`src/rtl/cs_pkg.sv`:
```
// Shared types for the chip-select decoder: region entry layout, reset-time region table,
// FSM state encoding and the cache-address bit mapping.
package cs_pkg;

    localparam int CS_CMPW = 12;

    typedef struct packed {
        logic [CS_CMPW-1:0] base;
        logic [CS_CMPW-1:0] mask;
        logic               cache;
        logic               en;
    } region_t;

    localparam region_t REGION0_DEFAULT = '{base: 12'h000, mask: 12'hC00, cache: 1'b1, en: 1'b1};
    localparam region_t REGION1_DEFAULT = '{base: 12'h400, mask: 12'hF00, cache: 1'b1, en: 1'b1};
    localparam region_t REGION2_DEFAULT = '{base: 12'h50F, mask: 12'hFFF, cache: 1'b1, en: 1'b1};
    localparam region_t REGION_OFF      = '{base: 12'h000, mask: 12'h000, cache: 1'b1, en: 1'b0};

    typedef enum logic [1:0] {
        IDLE,
        DECODE,
        HOLD
    } state_t;

    function automatic region_t region_default(input int idx);
        case (idx)
            0:       return REGION0_DEFAULT;
            1:       return REGION1_DEFAULT;
            2:       return REGION2_DEFAULT;
            default: return REGION_OFF;
        endcase
    endfunction

    // Cache space folds A30/A28 onto the top two bits and drops the byte-lane bits.
    function automatic logic [27:0] ca_map(input logic [31:0] a);
        return {a[30], a[28], a[25:2], 2'b00};
    endfunction

endpackage

```
`src/rtl/cs_region_match.sv`:
```
// Single-region address comparator: masked compare of the upper address bits against one
// region's base, qualified by the region enable. Purely combinational.
module cs_region_match
    import cs_pkg::*;
(
    input  logic [CS_CMPW-1:0] tag,
    input  region_t            rgn,
    output logic               hit
);

    assign hit = rgn.en && (((tag ^ rgn.base) & rgn.mask) == '0);

endmodule

```
`src/rtl/cs_decode_pipe.sv`:
```
// Registered, programmable chip-select decoder for the 68030 bus; outputs held for the bus cycle.
// Build option: define LOMEM_CACHE_EN to add the low-memory cache select comparator.
//
// state  | meaning
// IDLE   | waiting for nAS; pending table writes are applied here
// DECODE | address latched, table compared, outputs registered on exit
// HOLD   | outputs held until nAS is released
module cs_decode_pipe
    import cs_pkg::*;
#(
    parameter int NREG = 4,
    parameter int CMPW = CS_CMPW,
    parameter int SELW = $clog2(NREG)
) (
    input  logic             CLK,
    input  logic             RST,
    input  logic [31:0]      A,
    input  logic             nAS,
    output logic             Valid,
    output logic [NREG-1:0]  CS,
    output logic             CacheCS,
    output logic             LoMemCacheCS,
    output logic [27:0]      CA,
    input  logic             CfgWr,
    input  logic [SELW-1:0]  CfgSel,
    input  logic [CMPW-1:0]  CfgBase,
    input  logic [CMPW-1:0]  CfgMask,
    input  logic             CfgCache,
    input  logic             CfgEn,
    output logic             CfgBusy
);

    state_t            state_q, state_d;
    logic              capture, load, drop;
    logic [31:2]       areg;
    logic [CMPW-1:0]   tag;
    region_t           tbl [NREG];
    logic [NREG-1:0]   hit;
    logic [NREG-1:0]   win_cs;
    logic              win_cache, found;
    logic              valid_q, cache_q;
    logic [NREG-1:0]   cs_q;
    logic [27:0]       ca_q;
    logic              pend_q;
    logic [SELW-1:0]   pend_sel;
    region_t           pend_rgn;
    logic              sel_ok, apply_ok, wr_en;
    logic [SELW-1:0]   wr_sel;
    region_t           cfg_rgn, wr_rgn;
    logic              unused_a;

    assign unused_a = ^A[1:0];

    always_ff @(posedge CLK or posedge RST) begin
        if (RST) state_q <= IDLE;
        else     state_q <= state_d;
    end

    always_comb begin
        state_d = state_q;
        capture = 1'b0;
        load    = 1'b0;
        drop    = 1'b0;
        case (state_q)
            IDLE: begin
                if (!nAS) begin
                    capture = 1'b1;
                    state_d = DECODE;
                end
            end
            DECODE: begin
                if (nAS) begin
                    state_d = IDLE;
                end else begin
                    load    = 1'b1;
                    state_d = HOLD;
                end
            end
            HOLD: begin
                if (nAS) begin
                    drop    = 1'b1;
                    state_d = IDLE;
                end
            end
            default: state_d = IDLE;
        endcase
    end

    assign tag = areg[31 -: CMPW];

    for (genvar g = 0; g < NREG; g++) begin : g_match
        cs_region_match u_match (
            .tag (tag),
            .rgn (tbl[g]),
            .hit (hit[g])
        );
    end

    always_comb begin
        win_cs    = '0;
        win_cache = 1'b0;
        found     = 1'b0;
        for (int i = 0; i < NREG; i++) begin
            if (hit[i] && !found) begin
                found     = 1'b1;
                win_cs[i] = 1'b1;
                win_cache = tbl[i].cache;
            end
        end
    end

    // CA keeps its last value through IDLE and aborted cycles; only reset clears it.
    always_ff @(posedge CLK or posedge RST) begin
        if (RST) begin
            areg    <= '0;
            valid_q <= 1'b0;
            cs_q    <= '0;
            cache_q <= 1'b0;
            ca_q    <= '0;
        end else begin
            if (capture) areg <= A[31:2];
            if (load) begin
                valid_q <= 1'b1;
                cs_q    <= win_cs;
                cache_q <= win_cache;
                ca_q    <= ca_map({areg, 2'b00});
            end else if (drop) begin
                valid_q <= 1'b0;
                cs_q    <= '0;
                cache_q <= 1'b0;
            end
        end
    end

`ifdef LOMEM_CACHE_EN
    logic lomem_q;

    always_ff @(posedge CLK or posedge RST) begin
        if (RST)       lomem_q <= 1'b0;
        else if (load) lomem_q <= hit[0] && (areg[25:12] == 14'd0);
        else if (drop) lomem_q <= 1'b0;
    end

    assign LoMemCacheCS = lomem_q;
`else
    assign LoMemCacheCS = 1'b0;
`endif

    // Table writes land only in IDLE without a capture, so the table is frozen across a bus cycle.
    always_comb begin
        sel_ok = 1'b0;
        for (int i = 0; i < NREG; i++) begin
            if (CfgSel == SELW'(i)) sel_ok = 1'b1;
        end
        cfg_rgn.base  = CfgBase;
        cfg_rgn.mask  = CfgMask;
        cfg_rgn.cache = CfgCache;
        cfg_rgn.en    = CfgEn;
        apply_ok = (state_q == IDLE) && nAS;
        wr_en    = 1'b0;
        wr_sel   = pend_sel;
        wr_rgn   = pend_rgn;
        if (apply_ok) begin
            if (CfgWr && sel_ok) begin
                wr_en  = 1'b1;
                wr_sel = CfgSel;
                wr_rgn = cfg_rgn;
            end else if (pend_q) begin
                wr_en = 1'b1;
            end
        end
    end

    always_ff @(posedge CLK or posedge RST) begin
        if (RST) begin
            pend_q   <= 1'b0;
            pend_sel <= '0;
            pend_rgn <= '0;
        end else if (apply_ok) begin
            pend_q <= 1'b0;
        end else if (CfgWr && sel_ok) begin
            pend_q   <= 1'b1;
            pend_sel <= CfgSel;
            pend_rgn <= cfg_rgn;
        end
    end

    always_ff @(posedge CLK or posedge RST) begin
        if (RST) begin
            for (int i = 0; i < NREG; i++) tbl[i] <= region_default(i);
        end else if (wr_en) begin
            for (int i = 0; i < NREG; i++) begin
                if (wr_sel == SELW'(i)) tbl[i] <= wr_rgn;
            end
        end
    end

    assign Valid   = valid_q;
    assign CS      = cs_q;
    assign CacheCS = cache_q;
    assign CA      = ca_q;
    assign CfgBusy = pend_q;

endmodule

```
`config.mk`:
```
export PLATFORM = sky130hd
export DESIGN_NAME = cs_decode_pipe
export DESIGN_NICKNAME = d
export VERILOG_FILES = /design/src/rtl/cs_pkg.sv /design/src/rtl/cs_region_match.sv /design/src/rtl/cs_decode_pipe.sv
export SDC_FILE = /design/constraint.sdc
export NUM_CORES = 1
export LEC_CHECK = 0
export CAP_MARGIN = 40
export CORE_UTILIZATION = 40
export DETAILED_ROUTE_END_ITERATION = 12
export PLACE_DENSITY = 0.65
export SYNTH_ARGS = -nofsm -noshare
export SYNTH_HDL_FRONTEND = slang
export SYNTH_SLANG_ARGS = --single-unit
```
`constraint.sdc`:
```
create_clock -name CLK -period 7.75 [get_ports CLK]
set_input_delay 1.55 -clock CLK [delete_from_list [all_inputs] [get_ports CLK]]
set_output_delay 1.55 -clock CLK [all_outputs]
set_load 0.02 [all_outputs]
```
==> impl_metrics.csv, run 1 <==
group,metric,value,unit
synth,yosys.area_share.simple,11.17,%
routing,finalWirelength,17.64,mm
routing,viasPerCell,4.926,
clocking,numCtsBuffers,17,
synth,async_reset_ff_share,100.0,%
pwr,power.leakage,4.433,nW
setup_path,cp-start-kind,"input pin",
synth,syn_area_per_cell,10.90,um2
cells_and_area,fill_cells,1859,
cells_and_area,num-nets-final,901,
grt,met3_usage,4.107,%
cells_and_area,layout.area.seq,4970,um2
floorplan,fp.dieH,145.9,um
synth,synthFlopType,"dfrtp_1",
placement,dp_hpwl,12.19,mm
routing,first_iter_violations,337,
pwr,clkPwrFrac,25.1,%
pwr,p_sw,1.307,mW
grt,use_met1,25.90,%
sta,min_period,3.491,ns
clocking,cts_tree,"built",
flow_run,maxCapViolCount,0,
floorplan,initial_utilization,40.92,%
setup_path,worstSetupPathType,"in -> reg",
placement,place_congestion,0.7449,
setup_path,arrival,3.76,ns
synth,synth_compound_area_share,9.822,%
cells_and_area,multi_input_area,3109,um2
clocking,cts_setup_buffers,0,
clocking,insertion_delay,0.43,ns
sta,grt_setup_unrepaired,"false",
cells_and_area,mostFrequentLayoutCells,"dfrtp_1, nand2_1, clkdlybuf4s50_1",
grt,grt.busiest_layer,"met2",
clocking,cts_max_level,4,
clocking,cts_resized,0,
floorplan,ios,100,
synth,yosys_register_bits,197,
pwr,p_sw_share,32.74,%
clocking,clk_path_buf_depth,2,
clocking,ctsHoldBuffers,0,
grt,gr-total-overflow,0,
routing,vias,5517,
status,status,"completed",
synth,yosysSeqAreaShare,60.02,%
grt,grt_usage,17.76,%
pwr,p_seq_share,45.0,%
grt,grt_first_pass_wirelength,29.25,mm
sta,setup_violations,0,
grt,use_met2,26.82,%
cells_and_area,final_common_cell,"dfrtp_1",
routing,firstDrtPassIters,4,
sta,slew_headroom,53.77,%
floorplan,rows,52,
cells_and_area,instances_no_fill,1120,
setup_path,cp_max_fo,26,
hold_path,hp-class,"reg -> reg",
routing,wl_per_cell,15.75,um
floorplan,core_area,20230,um2
routing,antenna_left,0,
pwr,ir_drop,0.1793,mV
cells_and_area,num_antenna_cells,0,
sta,worst_pin_slew,0.6742,ns
synth,yosys_warnings,0,
grt,grt_max_degree,71,
clocking,clk_pin_slew,0.07,ns
placement,portBuffers,94,
setup_path,cp-end-kind,"flop",
synth,syn_inst,760,
sta,tns,0,ns
sta,max_freq,286.5,MHz
synth,synth_top_family_by_area,"simple AND/OR/NAND/NOR gates",
synth,syn_area,8280,um2
pwr,p_comb_share,29.8,%
pwr,p_int,2.685,mW
grt,grt_pass1_vias,5497,
synth,synth_edf_count,0,
clocking,clock-sinks,197,
grt,antenna_found_initial,0,
floorplan,die_w,145.9,um
cells_and_area,drive_gt1_share,16.47,%
sta,post-route-period-util,45.04,%
clocking,root_buffer,"clkbuf_16",
cells_and_area,area_delta_synth_final,23.41,%
pwr,power_density,390.6,nW/um2
routing,drc,0,
sta,slew_violations,0,
pwr,power,3.992,mW
sta,hold_viol,0,
sta,fin_worst_skew,0.009656,ns
setup_path,required,8.02,ns
placement,place_inst,1088,
floorplan,dieArea,21280,um2
synth,synth_cell_types,36,
synth,synthAdderAreaFrac,0,%
synth,synth_mux_area_share,11.02,%
synth,synth_xor_area_share,5.183,%
sequential cells by signal, indices dropped and copies added (netlist names):
signal	flops
pend_sel	2
CS	4
Valid	1
state_q	2
areg	30
CacheCS	1
CfgBusy	1
pend_rgn	26
tbl	104
CA	26
worst paths after layout:
path                                             start              endpoint  slack [ns]  depth (start not counted)
max in group asynchronous                          RST   tbl[37]$_DFFE_PP1P_        4.73                          5
worst min register to register    areg[12]$_DFFE_PP0P_    CA[12]$_DFFE_PP0P_        0.46                          2
worst min-delay path              areg[12]$_DFFE_PP0P_    CA[12]$_DFFE_PP0P_        0.46                          2
worst max register to register  state_q[0]$_DFFE_PP0P_  tbl[100]$_DFFE_PP0P_        5.31                          6
min in group asynchronous                          RST    CA[17]$_DFFE_PP0P_        1.53                          2
worst max-delay path                               nAS  tbl[100]$_DFFE_PP0P_        4.26                          6
layer usage:
layer,wire length [um],share of wire (%)
met1,8699,49
met2,7937,45
met3,923,5.2
met5,0,0
met4,76,0.43
logic make-up (layout without fill, tap and decap cells):
| kind of cell | Yosys count | count (layout) |
|---|---|---|
| other cells | 1 | 3 |
| xor+xnor | 49 | 49 |
| flops | 197 | 197 |
| buf+inv | 52 | 140 |
| simple gates | 233 | 233 |
| compound gates | 144 | 144 |
| mux | 84 | 84 |
power groups by stage:
| stage | registers (mW) | clock network (mW) | logic (mW) |
|---|---|---|---|
| 6_report | 1.80 | 1.00 | 1.19 |
| 5_1_grt | 1.86 | 1.06 | 1.33 |
| 4_1_cts | 1.80 | 1.02 | 1.21 |
| 3_5_place_dp | 1.82 | 0 | 1.19 |
| 3_3_place_gp | 1.80 | 0 | 1.16 |
| 2_1_floorplan | 1.81 | 0 | 0.743 |
critical path, stage by stage:
cell and delay (ns):
clkdlybuf4s50_1 0.59, nand2_1 0.23, nor2_2 0.13, buf_4 0.40
mux2i_1 0.64, o21ai_0 0.20
synthesized netlist by cell type (all sizes together) (6+ instances only):
cell	instances	area share, %
a21oi	58	3.5
a22oi	17	1.5
buf	12	0.94
clkbuf	38	1.7
dfrtp	165	50
dfstp	32	10
mux2	57	7.8
mux2i	27	3.3
nand2	146	6.6
nor2	68	3.1
nor3	6	0.42
o21ai	56	3.4
xor2	48	5.1
area by class of cell:
class                      count  share of cell area [%]
sequential                   197                   48.63
clock inverter                10                   1.849
tap                          270                   3.306
multi-input combinational    513                   30.43
inverter                       2                  0.1469
timing repair buffer         106                   10.80
clock buffer                  22                   4.837
metrics by stage:
| stage | hold slack [ns] | cell area [um2] | setup slack (ns) | utilization, % |
|---|---|---|---|---|
| floorplan | 0.4348 | 8288 | 0.8840 | - |
| global placement | 0.4396 | 9433 | 3.783 | 46.62 |
| detailed placement | 0.4440 | 9535 | 3.830 | 47.12 |
| CTS | 0.4620 | 10220 | 4.266 | 50.50 |
| global route | 0.4905 | 10220 | 4.121 | 50.50 |
| finish | 0.4604 | 10220 | 4.259 | 50.50 |
No activity file was read; power rests on OpenSTA's default activity.
==> run 2: changes to the inputs <==
==> constraint.sdc (replaced) <==
create_clock -name CLK -period 3.35 [get_ports CLK]
set_input_delay 0.67 -clock CLK [delete_from_list [all_inputs] [get_ports CLK]]
set_output_delay 0.67 -clock CLK [all_outputs]
set_load 0.02 [all_outputs]
==> run 2 against run 1 <==
  * Highest routed layer unchanged
  * Combinational power grew 130%
  * Clock-buffer cell count shrank 5
  * Register-to-register slack lost 4.3 ns
==> impl_metrics.csv, run 2 (same netlist as run 1, synthesis figures left out) <==
group,metric,value,unit
status,status,"completed",
setup_path,arrival,2.63,ns
routing,vias,5496,
sta,worst_pin_slew,0.5261,ns
cells_and_area,top_register,"tbl",
placement,place_congestion,0.7677,
cells_and_area,final_common_cell,"dfrtp_1",
clocking,insertion_delay,0.43,ns
sta,hold_viol,0,
flow_run,maxCapViolCount,0,
pwr,ir_drop,0.4369,mV
floorplan,rows,52,
floorplan,core_area,20230,um2
pwr,power.leakage,4.405,nW
routing,wl_per_cell,15.45,um
setup_path,required,3.64,ns
grt,grt_first_pass_wirelength,28.84,mm
floorplan,fp.dieH,145.9,um
floorplan,die_w,145.9,um
sta,setup_violations,0,
floorplan,dieArea,21280,um2
placement,place_inst,1094,
setup_path,cp-start-kind,"input pin",
setup_path,worstSetupPathType,"in -> reg",
routing,top_layer,"met4",
hold_path,hp-class,"reg -> reg",
sta,fin_hold_ws,0.4620,ns
grt,grt_usage,17.51,%
clocking,ctsHoldBuffers,0,
clocking,clk_pin_slew,0.07,ns
cells_and_area,largest_register_ffs,104,
sta,fin_worst_skew,0.01052,ns
clocking,cts_tree,"built",
sta,slew_headroom,63.92,%
routing,finalWirelength,17.40,mm
cells_and_area,drive_gt1_share,17.06,%
pwr,power,9.045,mW
routing,dr_wl_met3,814,um
pwr,power_density,889.2,nW/um2
clocking,numCtsBuffers,17,
setup_path,cp-end-kind,"flop",
routing,drc,0,
floorplan,ios,100,
cells_and_area,instances_no_fill,1126,
routing,first_iter_violations,299,
cells_and_area,num_antenna_cells,0,
placement,dp_hpwl,11.83,mm
clocking,cts_resized,0,
placement,portBuffers,94,
sta,min_period,2.343,ns
routing,firstDrtPassIters,5,
routing,dr_wl_met2,7.742,mm
cells_and_area,reg_top3,"tbl x104, areg x30",
setup_path,cp_max_fo,26,
clocking,cts_setup_buffers,0,
clocking,clock-sinks,197,
routing,antenna_left,0,
cells_and_area,area_delta_synth_final,22.85,%
cells_and_area,mostFrequentLayoutCells,"dfrtp_1, nand2_1, clkdlybuf4s50_1",
sta,max_freq,426.8,MHz
sta,setup_ws,1.007,ns
grt,antenna_found_initial,0,
sta,slew_violations,0,
floorplan,initial_utilization,40.92,%
sta,tns,0,ns
routing,viasPerCell,4.881,
grt,grt_pass1_vias,5287,
cells_and_area,num-nets-final,907,
sta,post-route-period-util,69.94,%
clocking,cts_max_level,4,
placement,pre_cts_ws,0.5896,ns
sta,grt_setup_unrepaired,"false",
clocking,clk_path_buf_depth,2,
routing,met1_length,8.759,mm
grt,grt_max_degree,103,
clocking,root_buffer,"clkbuf_16",
grt,gr-total-overflow,0,
[run 2: cell count changes in the layout (fill, tap and decap cells not counted)]
| cell | before | now |
|---|---|---|
| buf_12 | 1 | 4 |
| buf_16 | 3 | 0 |
| buf_4 | 8 | 14 |
| bufinv_16 | 5 | 3 |
| clkbuf_8 | 5 | 0 |
| clkinv_2 | 1 | 0 |
| clkinv_4 | 1 | 5 |
| clkinvlp_4 | 1 | 3 |
| inv_6 | 2 | 5 |
| inv_8 | 1 | 0 |
[run 2: critical path, cell delays in order]
cell and delay [ns]:
clkdlybuf4s50_1 0.59, nand2_1 0.23, nor2_2 0.19, buf_12 0.23, mux2i_1 0.51, o21ai_0 0.17
[run 2: power by group]
part           total [mW]  internal (mW)  switching, mW
Sequential           4.15           3.49          0.664
Combinational        2.75           1.31           1.44
Clock                2.15           1.19          0.951
[run 2: area by class of cell]
type,instances,area (um2)
clock buffers,17,425.4
clock inverters,15,192.7
fillers,1820,10060
inverters,2,11.26
multi-input cells,513,3109
flip-flops and latches,197,4970
well taps,270,337.8
repair buffers,112,1126
[run 2: stage by stage]
step | instance area, um2 | utilization, %
finish | 10170 | 50.27
global route | 10170 | 50.27
CTS | 10170 | 50.27
detailed placement | 9554 | 47.22
global placement | 9554 | 47.22
floorplan | 8292 | -
[run 2: worst paths after layout]
| path | end | slack (ns) | depth (start not counted) | start |
|---|---|---|---|---|
| worst max-delay path | tbl[82]$_DFFE_PP0P_ | 1.01 | 6 | nAS |
| worst min-delay path | CA[14]$_DFFE_PP0P_ | 0.46 | 2 | areg[14]$_DFFE_PP0P_ |
| worst max register to register | CacheCS$_DFFE_PP0P_ | 1.02 | 6 | areg[29]$_DFFE_PP0P_ |
| worst min register to register | CA[14]$_DFFE_PP0P_ | 0.46 | 2 | areg[14]$_DFFE_PP0P_ |
| max in group asynchronous | tbl[63]$_DFFE_PP1P_ | 2.11 | 3 | RST |
| min in group asynchronous | CA[20]$_DFFE_PP0P_ | 0.74 | 3 | RST |
[run 2: routing by layer]
metal  track usage (%)  vias to the layer above
met5                 0                        -
met4             3.474                        0
met3             3.824                        7
met2             25.81                      123
met1             26.45                     2637
li1                  -                     2729
